### src/rtl/const_ext_unit.sv
// Registered immediate-extension unit for the ALU B-operand path.
// Zero/sign-extends an instruction immediate or joins it with a previously
// loaded prefix immediate to build a wide constant. One cycle latency,
// valid/ready on both sides, and the output holds while downstream stalls.
//
// state | meaning
// IDLE  | no prefix held; extend ops use the immediate alone
// PFX   | prefix held; next extend op combines {prefix, IM}
module const_ext_unit #(
  parameter int IMM_W  = 6,
  parameter int DATA_W = 8
) (
  input  logic              clk,
  input  logic              reset,
  input  logic [IMM_W-1:0]  IM,
  input  logic [1:0]        CS,
  input  logic              im_valid,
  output logic              im_ready,
  input  logic              flush,
  output logic [DATA_W-1:0] cu_out,
  output logic              cu_valid,
  input  logic              cu_ready,
  output logic              pfx_pending,
  output logic              pfx_ovr
);

  localparam int CW = 2 * IMM_W;

  typedef enum logic {
    IDLE = 1'b0,
    PFX  = 1'b1
  } state_t;

  state_t             state, state_nxt;
  logic [IMM_W-1:0]   prefix;
  logic               accept;
  logic               is_pfx;
  logic               sx;
  logic [CW-1:0]      comb_c;
  logic [DATA_W-1:0]  ext_imm;
  logic [DATA_W-1:0]  ext_comb;
  logic [DATA_W-1:0]  ext_val;
  logic               ext_load;
  logic               pfx_load;
  logic               ovr_nxt;

  assign im_ready    = !flush && (!cu_valid || cu_ready);
  assign accept      = im_valid && im_ready;
  assign is_pfx      = (CS == 2'b10);
  assign sx          = (CS == 2'b01);
  assign pfx_pending = (state == PFX);
  assign comb_c      = {prefix, IM};

  // Mode 11 is reserved and falls through to zero-extension.
  assign ext_imm = {{(DATA_W-IMM_W){sx & IM[IMM_W-1]}}, IM};

  // Wide-constant formation depends on how DATA_W compares with two immediates.
  generate
    if (DATA_W > CW) begin : g_comb_ext
      assign ext_comb = {{(DATA_W-CW){sx & comb_c[CW-1]}}, comb_c};
    end else if (DATA_W == CW) begin : g_comb_eq
      assign ext_comb = comb_c;
    end else begin : g_comb_trunc
      assign ext_comb = comb_c[DATA_W-1:0];
    end
  endgenerate

  // Next-state and datapath-control decode.
  always_comb begin
    state_nxt = state;
    pfx_load  = 1'b0;
    ovr_nxt   = 1'b0;
    ext_load  = 1'b0;
    ext_val   = '0;
    if (flush) begin
      state_nxt = IDLE;
    end else if (accept) begin
      case (state)
        IDLE: begin
          if (is_pfx) begin
            pfx_load  = 1'b1;
            state_nxt = PFX;
          end else begin
            ext_load = 1'b1;
            ext_val  = ext_imm;
          end
        end
        PFX: begin
          if (is_pfx) begin
            pfx_load = 1'b1;
            ovr_nxt  = 1'b1;
          end else begin
            ext_load  = 1'b1;
            ext_val   = ext_comb;
            state_nxt = IDLE;
          end
        end
        default: state_nxt = IDLE;
      endcase
    end
  end

  // State register, prefix store and overwrite pulse.
  always_ff @(posedge clk) begin
    if (reset) begin
      state   <= IDLE;
      prefix  <= '0;
      pfx_ovr <= 1'b0;
    end else begin
      state   <= state_nxt;
      pfx_ovr <= ovr_nxt;
      if (flush) begin
        prefix <= '0;
      end else if (pfx_load) begin
        prefix <= IM;
      end
    end
  end

  // Output register: load on extend op, hold under stall, drop once consumed.
  always_ff @(posedge clk) begin
    if (reset) begin
      cu_out   <= '0;
      cu_valid <= 1'b0;
    end else if (flush) begin
      cu_valid <= 1'b0;
    end else if (ext_load) begin
      cu_out   <= ext_val;
      cu_valid <= 1'b1;
    end else if (cu_ready) begin
      cu_valid <= 1'b0;
    end
  end

endmodule

### config.mk
export PLATFORM = sky130hd
export DESIGN_NAME = const_ext_unit
export DESIGN_NICKNAME = d
export VERILOG_FILES = /design/src/rtl/const_ext_unit.sv
export SDC_FILE = /design/constraint.sdc
export NUM_CORES = 1
export LEC_CHECK = 0
export BUFFER_PORTS_ARGS = -buffer_cell sky130_fd_sc_hd__buf_2
export CORE_UTILIZATION = 44
export CTS_BUF_LIST = sky130_fd_sc_hd__clkbuf_4
export DETAILED_ROUTE_END_ITERATION = 7
export GPL_TIMING_DRIVEN = 0
export PLACE_DENSITY = 0.76
export SETUP_SLACK_MARGIN = 0.5
export SYNTH_ARGS = -nofsm -noshare
export SYNTH_HDL_FRONTEND = slang
export SYNTH_SLANG_ARGS = --single-unit
### constraint.sdc
create_clock -name clk -period 1.1 [get_ports clk]
set_clock_uncertainty 0.15 [all_clocks]
set_input_delay 0.11 -clock clk [delete_from_list [all_inputs] [get_ports clk]]
set_output_delay 0.11 -clock clk [all_outputs]
set_load 0.01 [all_outputs]
==> flow_metrics.py, run 1 <==
metrics = {
    "logic_synthesis": {
        "synth.avg_cell_area_um2": 10.1,
        "netlist-cell-type-count": 21,
        "syn_nets": 78,
        "netlist_area_um2": 656,
        "synthCells": 65,
        "yosys_warnings": 0,
        "synth_seq_cells": 13,
        "async_reset_ff_share_pct": 0,
        "yosysSeqAreaShare_pct": 39.7,
        "synth-edff-count": 0,
        "synth_ff_type": "dfxtp_1",
    },
    "sta": {
        "rsz0062_at_grt": "true",
        "setup_viol": 15,
        "worst_slew_pin_slew_ns": 0.272,
        "slew_viol_final": 0,
        "fin_crit_sh_pct": 118,
        "hold_viol": 10,
        "fmax_mhz": 769,
        "period_minus_slack_ns": 1.30,
        "holdWs_ns": -0.0927,
        "setup_slack_ns": -0.200,
        "timing.max_slew.rel_slack_pct": 81.8,
    },
    "setup_path": {
        "cp-end-kind": "output port",
        "crit_chain": "nor2b_4 -> buf_6 -> nor2_2 -> buf_2",
        "cp_data_required_time_ns": 0.84,
        "cp_slowest_cell": "dfxtp_2",
        "path_delay_family": "flip-flops",
        "critPathMaxFanout": 2,
        "cp_slowest_stage_delay_ns": 0.34,
        "arrival_ns": 1.04,
        "startpoint_type": "register",
        "critical_path_class": "reg -> out",
        "worst-path-buf-inv": 2,
    },
    "floorplanning": {
        "rows": 13,
        "die_w_um": 40.6,
        "die_h_um": 40.6,
        "dieArea_um2": 1650,
        "ioPinCount": 25,
        "core_area_um2": 1350,
        "start_util_pct": 48.6,
    },
    "clocking": {
        "cts_buffers": 3,
        "clk_latency_ns": 0.29,
        "clockBufferDepth": 2,
        "htree_levels": 1,
        "numClockSinks": 13,
        "clockRootBuffer": "clkbuf_4",
        "cts.reportedPaths.clkPinSlew_ns": 0.08,
        "cts_tree": "done",
    },
    "cells_and_area": {
        "nNetsFinal": 118,
        "num_antenna_cells": 0,
        "drive_gt1_share_pct": 76.0,
        "area_growth_pct": 69.1,
    },
    "drt": {
        "drc": 0,
        "antenna_left": 0,
        "viasPerCell": 5.85,
        "route.vias.total": 696,
        "wl_mm": 2.04,
        "initialDrtViolationCount": 12,
        "avgRoutedWirePerCell_um": 17.2,
        "drtPass1Iterations": 3,
    },
    "hold_path": {
        "holdCritPathClass": "in -> reg",
    },
    "outcome": {
        "outcome": "finished with violations",
        "violations": "hold timing, setup timing",
    },
    "global_route": {
        "grt_pass1_wl_mm": 2.72,
        "track_usage_pct": 25.9,
        "grt.overflow.total": 0,
        "first_global_vias": 618,
        "grt_antenna_before_repair": 0,
        "grt_start_max_net_pins": 11,
    },
    "pwr": {
        "seq_power_share_pct": 46.6,
        "switching_power_uw": 301,
        "p_int_uw": 774,
        "p_leak_uw": 0.000431,
        "peakVddDrop_uv": 703,
        "clockPowerShare_pct": 31.3,
        "p_sw_share_pct": 28.0,
        "power_density_nw_per_um2": 969,
        "combPwrFrac_pct": 22.1,
    },
    "place": {
        "dp_hpwl_mm": 1.09,
        "post-place-ws_ns": -0.124,
        "io_buffers": 23,
        "gp_congestion": 0.725,
    },
    "job": {
        "max_cap_viol_count": 0,
    },
}
-- placed cells by master (no fill, tap or decap) --
| cell type | n |
|---|---|
| nor2b_1 | 1 |
| o21a_1 | 1 |
| nor2_2 | 1 |
| and4bb_2 | 1 |
| nand2b_1 | 1 |
| a21oi_2 | 2 |
| nor2b_4 | 2 |
| buf_6 | 18 |
| a31oi_2 | 1 |
| o31ai_2 | 5 |
| a21boi_1 | 2 |
| a31oi_1 | 3 |
| o31ai_4 | 3 |
| a211oi_2 | 2 |
| buf_4 | 11 |
| nor4_2 | 2 |
| nand2b_4 | 2 |
| dfxtp_1 | 2 |
| dfxtp_4 | 1 |
| nand2_1 | 1 |
| a21oi_1 | 5 |
| clkbuf_4 | 4 |
| nor2_1 | 1 |
| buf_2 | 13 |
| nand4_1 | 8 |
| nor3_4 | 1 |
| dfxtp_2 | 10 |
-- cell type report --
type | instances | area [um^2]
flip-flops and latches | 13 | 277
repair buffers | 35 | 282
multi-input cells | 45 | 433
clock buffers | 4 | 30.0
fillers | 83 | 241
well taps | 15 | 18.8
plain buffers | 7 | 68.8
-- synth_stat cells, types with 2 or more instances --
master / number / area share (%)
a211oi_2: 2 / 3.8
a21boi_1: 2 / 2.3
a21oi_1: 7 / 5.3
a31oi_1: 4 / 3.8
buf_2: 2 / 1.5
buf_4: 2 / 2.3
buf_6: 3 / 5.2
dfxtp_1: 13 / 40
nand2b_1: 2 / 1.9
nand4_1: 8 / 7.6
nor2_1: 2 / 1.1
nor2b_4: 2 / 4.2
o31ai_1: 8 / 9.2
-- flip-flops by register name, indices dropped and copies added, names as in the netlist --
signal	count
prefix	2
pfx_pending	1
pfx_ovr	1
cu_valid	1
cu_out	8
-- metrics by stage --
step,util [%],cell area [um^2],total power (uW),cells,setup TNS (ns)
after global routing,82.1,1110,1100,119,-2.89
after global placement,59.8,807,670,103,-0.486
final,82.1,1110,1070,119,-2.34
after floorplan,-,673,611,65,-0.0751
after detailed placement,59.8,807,674,103,-0.898
after CTS,78.6,1060,1060,118,-2.05
-- path summary, 6_finish.rpt --
path	from	endpoint	slack, ns	cells past startpoint
hold reg to reg	prefix[1]	prefix[1]	0.34	2
hold / removal	flush	pfx_pending	-0.09	2
setup / recovery	cu_valid	im_ready	-0.20	4
setup reg to reg	cu_valid	cu_out[4]	-0.20	5
-- power groups by stage --
| stage | combinational [uW] | sequential, uW | clock (uW) |
|---|---|---|---|
| after floorplan | 97.1 | 514 | 0 |
| after global placement | 164 | 506 | 0 |
| after detailed placement | 167 | 507 | 0 |
| after CTS | 219 | 500 | 337 |
| after global routing | 251 | 503 | 351 |
| final | 237 | 501 | 337 |
-- kinds of logic (layout without fill, tap and decap cells) --
logic type | count (synthesis) | in the layout | share of synthesized area (%)
buffers and inverters | 7 | 46 | 8.97
and+or+nand+nor | 21 | 21 | 25.8
AOI/OAI and AO/OA | 24 | 24 | 25.6
DFF | 13 | 13 | 39.7
-- routing by layer --
| metal | vias to the layer above | share of wire, % | global-route usage (%) |
|---|---|---|---|
| met1 | 343 | 45 | 33.1 |
| met2 | 18 | 51 | 43.3 |
| met5 | - | 0 | 0 |
| li1 | 330 | - | - |
| met3 | 5 | 2.6 | 3.33 |
| met4 | 0 | 1.7 | 10.0 |
-- timing repair --
item,CTS,global route
endpoints found under the setup margin,25,25
gates cloned,1,0
resized for setup,31,7
pin swaps,5,3
buffers inserted,10,1
hold endpoints to repair,11,9
No activity file was read; power rests on OpenSTA's default activity.
==> run 2, diff against run 1 <==
--- a/config.mk
+++ b/config.mk
@@ -8,3 +8,4 @@
 export BUFFER_PORTS_ARGS = -buffer_cell sky130_fd_sc_hd__buf_2
-export CORE_UTILIZATION = 44
+export CORE_ASPECT_RATIO = 0.75
+export CORE_UTILIZATION = 35
 export CTS_BUF_LIST = sky130_fd_sc_hd__clkbuf_4
@@ -12,3 +13,2 @@
 export GPL_TIMING_DRIVEN = 0
-export PLACE_DENSITY = 0.76
 export SETUP_SLACK_MARGIN = 0.5
==> constraint.sdc (replaced) <==
create_clock -name clk -period 1.1 [get_ports clk]
set_clock_uncertainty 0.15 [all_clocks]
set_input_delay 0.055 -clock clk [delete_from_list [all_inputs] [get_ports clk]]
set_output_delay 0.055 -clock clk [all_outputs]
set_load 0.01 [all_outputs]
==> flow_metrics.py, run 2 (same netlist as run 1, synthesis figures left out) <==
metrics = {
    "outcome": {
        "outcome": "finished with violations",
        "violations": "hold timing, setup timing",
    },
    "pwr": {
        "power_density_nw_per_um2": 911,
        "p_leak_uw": 0.000445,
        "peakVddDrop_uv": 568,
    },
    "sta": {
        "rsz0062_at_grt": "true",
        "holdWs_ns": -0.150,
        "worst_slew_pin_slew_ns": 0.297,
        "setup_slack_ns": -0.169,
        "slew_viol_final": 0,
        "period_minus_slack_ns": 1.27,
        "setup_viol": 13,
        "hold_viol": 11,
        "timing.max_slew.rel_slack_pct": 80.2,
        "fmax_mhz": 788,
        "setup-tns-final_ns": -1.53,
        "fin_crit_sh_pct": 115,
    },
    "clocking": {
        "clockBufferDepth": 2,
        "htree_levels": 1,
        "numClockSinks": 13,
        "cts_buffers": 3,
        "clockRootBuffer": "clkbuf_4",
        "cts.reportedPaths.clkPinSlew_ns": 0.09,
        "cts_tree": "done",
        "clk_latency_ns": 0.29,
    },
    "global_route": {
        "grt.overflow.total": 0,
        "grt_antenna_before_repair": 0,
        "track_usage_pct": 21.6,
        "grt_pass1_wl_mm": 3.04,
        "first_global_vias": 630,
        "grt_start_max_net_pins": 11,
    },
    "floorplanning": {
        "ioPinCount": 25,
        "dieArea_um2": 2050,
        "die_h_um": 39.5,
        "start_util_pct": 37.7,
        "die_w_um": 52.0,
        "rows": 13,
        "core_area_um2": 1740,
    },
    "place": {
        "place_area_um2": 813,
        "dp_hpwl_mm": 1.19,
        "io_buffers": 23,
        "dp_cells": 110,
        "gp_congestion": 0.779,
    },
    "setup_path": {
        "crit_chain": "nor2b_4 -> buf_6 -> buf_12 -> o31ai_4 -> a21oi_2",
        "critical_path_class": "reg -> reg",
        "reg2reg_slack_ns": -0.17,
        "cp_slowest_cell": "dfxtp_2",
        "startpoint_type": "register",
        "worst-path-buf-inv": 2,
        "cp-end-kind": "register",
        "cp_slowest_stage_delay_ns": 0.33,
        "path_delay_family": "flip-flops",
        "cp_data_required_time_ns": 1.12,
        "critPathMaxFanout": 7,
        "arrival_ns": 1.29,
    },
    "cells_and_area": {
        "utilization_pct": 67.8,
        "reg_top3": "cu_out x8, prefix x2",
        "area_growth_pct": 80.0,
        "regMostFlops": "cu_out",
        "final_cell_mix": "buf_6, buf_2, buf_4",
        "final_area_um2": 1180,
        "final_cells": 127,
        "drive_gt1_share_pct": 74.3,
        "num_antenna_cells": 0,
        "nNetsFinal": 119,
        "layout_commonest_cell": "buf_6",
        "largest_register_ffs": 8,
    },
    "drt": {
        "wl_mm": 2.04,
        "avgRoutedWirePerCell_um": 16.1,
        "route.vias.total": 720,
        "initialDrtViolationCount": 7,
        "drc": 0,
        "viasPerCell": 5.67,
        "antenna_left": 0,
        "drtPass1Iterations": 4,
    },
    "job": {
        "max_cap_viol_count": 0,
    },
    "hold_path": {
        "holdCritPathClass": "in -> reg",
    },
}
-- run 2: final cells by class --
class,count,area [um^2]
Clock buffer,3,22.5
Clock inverter,1,5.00
Timing Repair Buffer,36,305
Tap cell,22,27.5
Sequential cell,13,275
Buffer,7,68.8
Fill cell,136,561
Multi-Input combinational cell,45,475
-- run 2: where the power goes --
| part | leakage [uW] | total [uW] | internal [uW] | switching (uW) |
|---|---|---|---|---|
| Combinational | 0.000317 | 256 | 129 | 127 |
| Sequential | 0.000110 | 501 | 488 | 12.4 |
| Clock | 0.0000177 | 318 | 135 | 183 |
| Total | 0.000445 | 1080 | 753 | 322 |
-- run 2: final timing paths --
path,startpoint,depth (start not counted),endpoint
worst max-delay path,cu_valid,5,cu_out[2]
worst max register to register,cu_valid,5,cu_out[2]
worst min-delay path,flush,2,pfx_pending
worst min register to register,prefix[1],2,prefix[1]
-- run 2: worst register-to-register path: cells and delay by family, from the launching register on --
kind            cells  cell delay (ns)
flops               1             0.33
compound gates      2             0.27
simple gates        1             0.12
buf+inv             2             0.27
-- run 2: timing repair --
action | 4_1_cts | 5_1_grt
pin swaps | 7 | 7
gates resized for setup | 35 | 10
buffers inserted | 10 | 2
gates cloned | 1 | 0
setup endpoints to repair | 25 | 25
endpoints found under the hold margin | 12 | 11
-- run 2: routing by layer --
metal | global-route usage (%) | vias to the layer above | share of wire, %
li1 | - | 338 | -
met1 | 27.8 | 344 | 41
met2 | 34.6 | 34 | 51
met3 | 6.20 | 4 | 6.1
met4 | 7.43 | 0 | 0.88
met5 | 0 | - | 0
-- run 2: per-stage QoR --
| stage | power, uW | setup WS, ns |
|---|---|---|
| 2_1_floorplan | 610 | -0.00952 |
| 3_3_place_gp | 672 | -0.0590 |
| 3_5_place_dp | 674 | -0.0679 |
| 4_1_cts | 1050 | -0.161 |
| 5_1_grt | 1120 | -0.199 |
| 6_report | 1080 | -0.169 |
==> run 3, diff against run 2 <==
clock period = 1.6 ns   (was 1.1 ns; I/O delays follow)
==> flow_metrics.py, run 3 (same netlist as run 1, synthesis figures left out) <==
metrics = {
    "outcome": {
        "outcome": "finished with violations",
        "violations": "hold timing",
    },
    "sta": {
        "slew_viol_final": 0,
        "worst_slew_pin_slew_ns": 0.403,
        "holdWs_ns": -0.0592,
        "fin_crit_sh_pct": 79.9,
        "hold_viol": 4,
        "setup_viol": 0,
        "period_minus_slack_ns": 1.28,
        "fmax_mhz": 783,
        "setup-tns-final_ns": 0,
        "timing.max_slew.rel_slack_pct": 73.1,
        "rsz0062_at_grt": "true",
    },
    "global_route": {
        "track_usage_pct": 19.1,
        "grt.overflow.total": 0,
        "grt_pass1_wl_mm": 2.65,
        "grt_antenna_before_repair": 0,
        "first_global_vias": 559,
        "grt_start_max_net_pins": 11,
    },
    "cells_and_area": {
        "reg_top3": "cu_out x8, prefix x2",
        "layout_commonest_cell": "buf_2",
        "largest_register_ffs": 8,
        "final_cell_mix": "buf_2, dfxtp_1, nand4_1, dlygate4sd3_1, a21oi_1",
        "drive_gt1_share_pct": 53.9,
        "nNetsFinal": 116,
        "fillCellCount": 165,
        "multiInputGateArea_um2": 435,
        "num_antenna_cells": 0,
        "area_growth_pct": 58.8,
        "regArea_um2": 265,
        "final_area_um2": 1040,
        "final_cells": 124,
        "regMostFlops": "cu_out",
    },
    "setup_path": {
        "cp_slowest_stage_delay_ns": 0.33,
        "cp-end-kind": "register",
        "crit_chain": "nor2b_4 -> buf_6 -> buf_6 -> o31ai_4 -> a21oi_1",
        "startpoint_type": "register",
        "critical_path_class": "reg -> reg",
        "critPathMaxFanout": 9,
        "reg2reg_slack_ns": 0.32,
        "arrival_ns": 1.29,
        "cp_data_required_time_ns": 1.61,
        "cp_slowest_cell": "dfxtp_2",
        "path_common_cell": "buf_6",
    },
    "floorplanning": {
        "dieArea_um2": 2050,
        "rows": 13,
        "die_w_um": 52.0,
        "core_area_um2": 1740,
        "ioPinCount": 25,
        "start_util_pct": 37.7,
        "die_h_um": 39.5,
    },
    "clocking": {
        "htree_levels": 1,
        "clockRootBuffer": "clkbuf_4",
        "cts_buffers": 3,
        "cts_tree": "done",
        "holdBufCountCts": 8,
        "cts.reportedPaths.clkPinSlew_ns": 0.08,
        "clockBufferDepth": 2,
        "numClockSinks": 13,
        "clk_latency_ns": 0.28,
    },
    "place": {
        "place_area_um2": 810,
        "io_buffers": 23,
        "gp_congestion": 0.768,
        "dp_cells": 110,
        "dp_hpwl_mm": 1.13,
    },
    "job": {
        "max_cap_viol_count": 0,
    },
    "pwr": {
        "p_sw_share_pct": 28.5,
        "switching_power_uw": 207,
        "p_int_uw": 519,
        "power_density_nw_per_um2": 698,
        "combPwrFrac_pct": 20.5,
        "p_leak_uw": 0.000393,
        "seq_power_share_pct": 47.2,
        "clockPowerShare_pct": 32.3,
        "peakVddDrop_uv": 458,
    },
    "drt": {
        "initialDrtViolationCount": 17,
        "route.vias.total": 665,
        "avgRoutedWirePerCell_um": 15.2,
        "viasPerCell": 5.36,
        "wl_mm": 1.88,
        "antenna_left": 0,
        "drtPass1Iterations": 4,
        "drc": 0,
    },
    "hold_path": {
        "holdCritPathClass": "in -> reg",
    },
}
==> run 3: cell count changes in the layout (fill, tap and decap cells not counted), moves of 2 or more <==
| cell | change |
|---|---|
| a21oi_1 | +2 |
| dfxtp_2 | -8 |
| buf_2 | +11 |
| dfxtp_1 | +8 |
| buf_4 | -8 |
| buf_6 | -13 |
| a21oi_2 | -2 |
| dlygate4sd3_1 | +8 |
| o31ai_2 | +2 |
| o31ai_4 | -2 |
==> run 3: final cells by class <==
type,count,area share (%)
timing repair buffer,33,20.6
multi-input combinational,45,41.8
clock buffer,4,2.88
buffer,7,6.61
sequential,13,25.5
tap,22,2.64
==> run 3: worst paths after layout <==
kind	end	depth (start not counted)	start
max reg2reg	cu_out[2]	5	cu_valid
max	cu_out[2]	5	cu_valid
min	cu_valid	3	reset
min reg2reg	cu_out[3]	2	cu_out[3]
==> run 3: per-layer routing <==
layer  vias to the layer above  routed length, um  global-route usage (%)
met4                         0                 49                    4.05
li1                        331                  -                       -
met3                         6                140                    7.36
met2                        30                798                    27.2
met1                       298                891                    26.6
met5                         -                  0                       0
==> run 3: what timing repair did <==
| item | in CTS | in global routing |
|---|---|---|
| setup buffers | 2 | 0 |
| gates resized for setup | 9 | 8 |
| endpoints found under the hold margin | 11 | 3 |
| endpoints found under the setup margin | 13 | 14 |
| pin swaps | 5 | 8 |
| cloned | 0 | 0 |
==> run 3: power groups by stage <==
stage / Clock, uW / Sequential (uW) / Combinational, uW
global placement: 0 / 347 / 113
CTS: 231 / 341 / 137
detailed placement: 0 / 348 / 114
finish: 235 / 343 / 149
floorplan: 0 / 353 / 65.2
global route: 249 / 345 / 160
==> run 3: critical path: cells and delay by family (launching register included) <==
| kind | cells | cell delay [ns] |
|---|---|---|
| AO/OA/AOI/OAI | 2 | 0.29 |
| AND/OR/NAND/NOR | 1 | 0.12 |
| buffers and inverters | 2 | 0.26 |
| flip-flops | 1 | 0.33 |
==> run 3: through the flow <==
step	worst slack [ns]	hold WS, ns	util [%]	total power (uW)
after floorplan	0.490	-0.00837	-	418
after global placement	0.463	0.150	46.5	460
after detailed placement	0.452	0.157	46.5	461
after CTS	0.329	-0.0516	56.3	709
after global routing	0.265	-0.0335	59.8	754
final	0.322	-0.0592	59.8	726
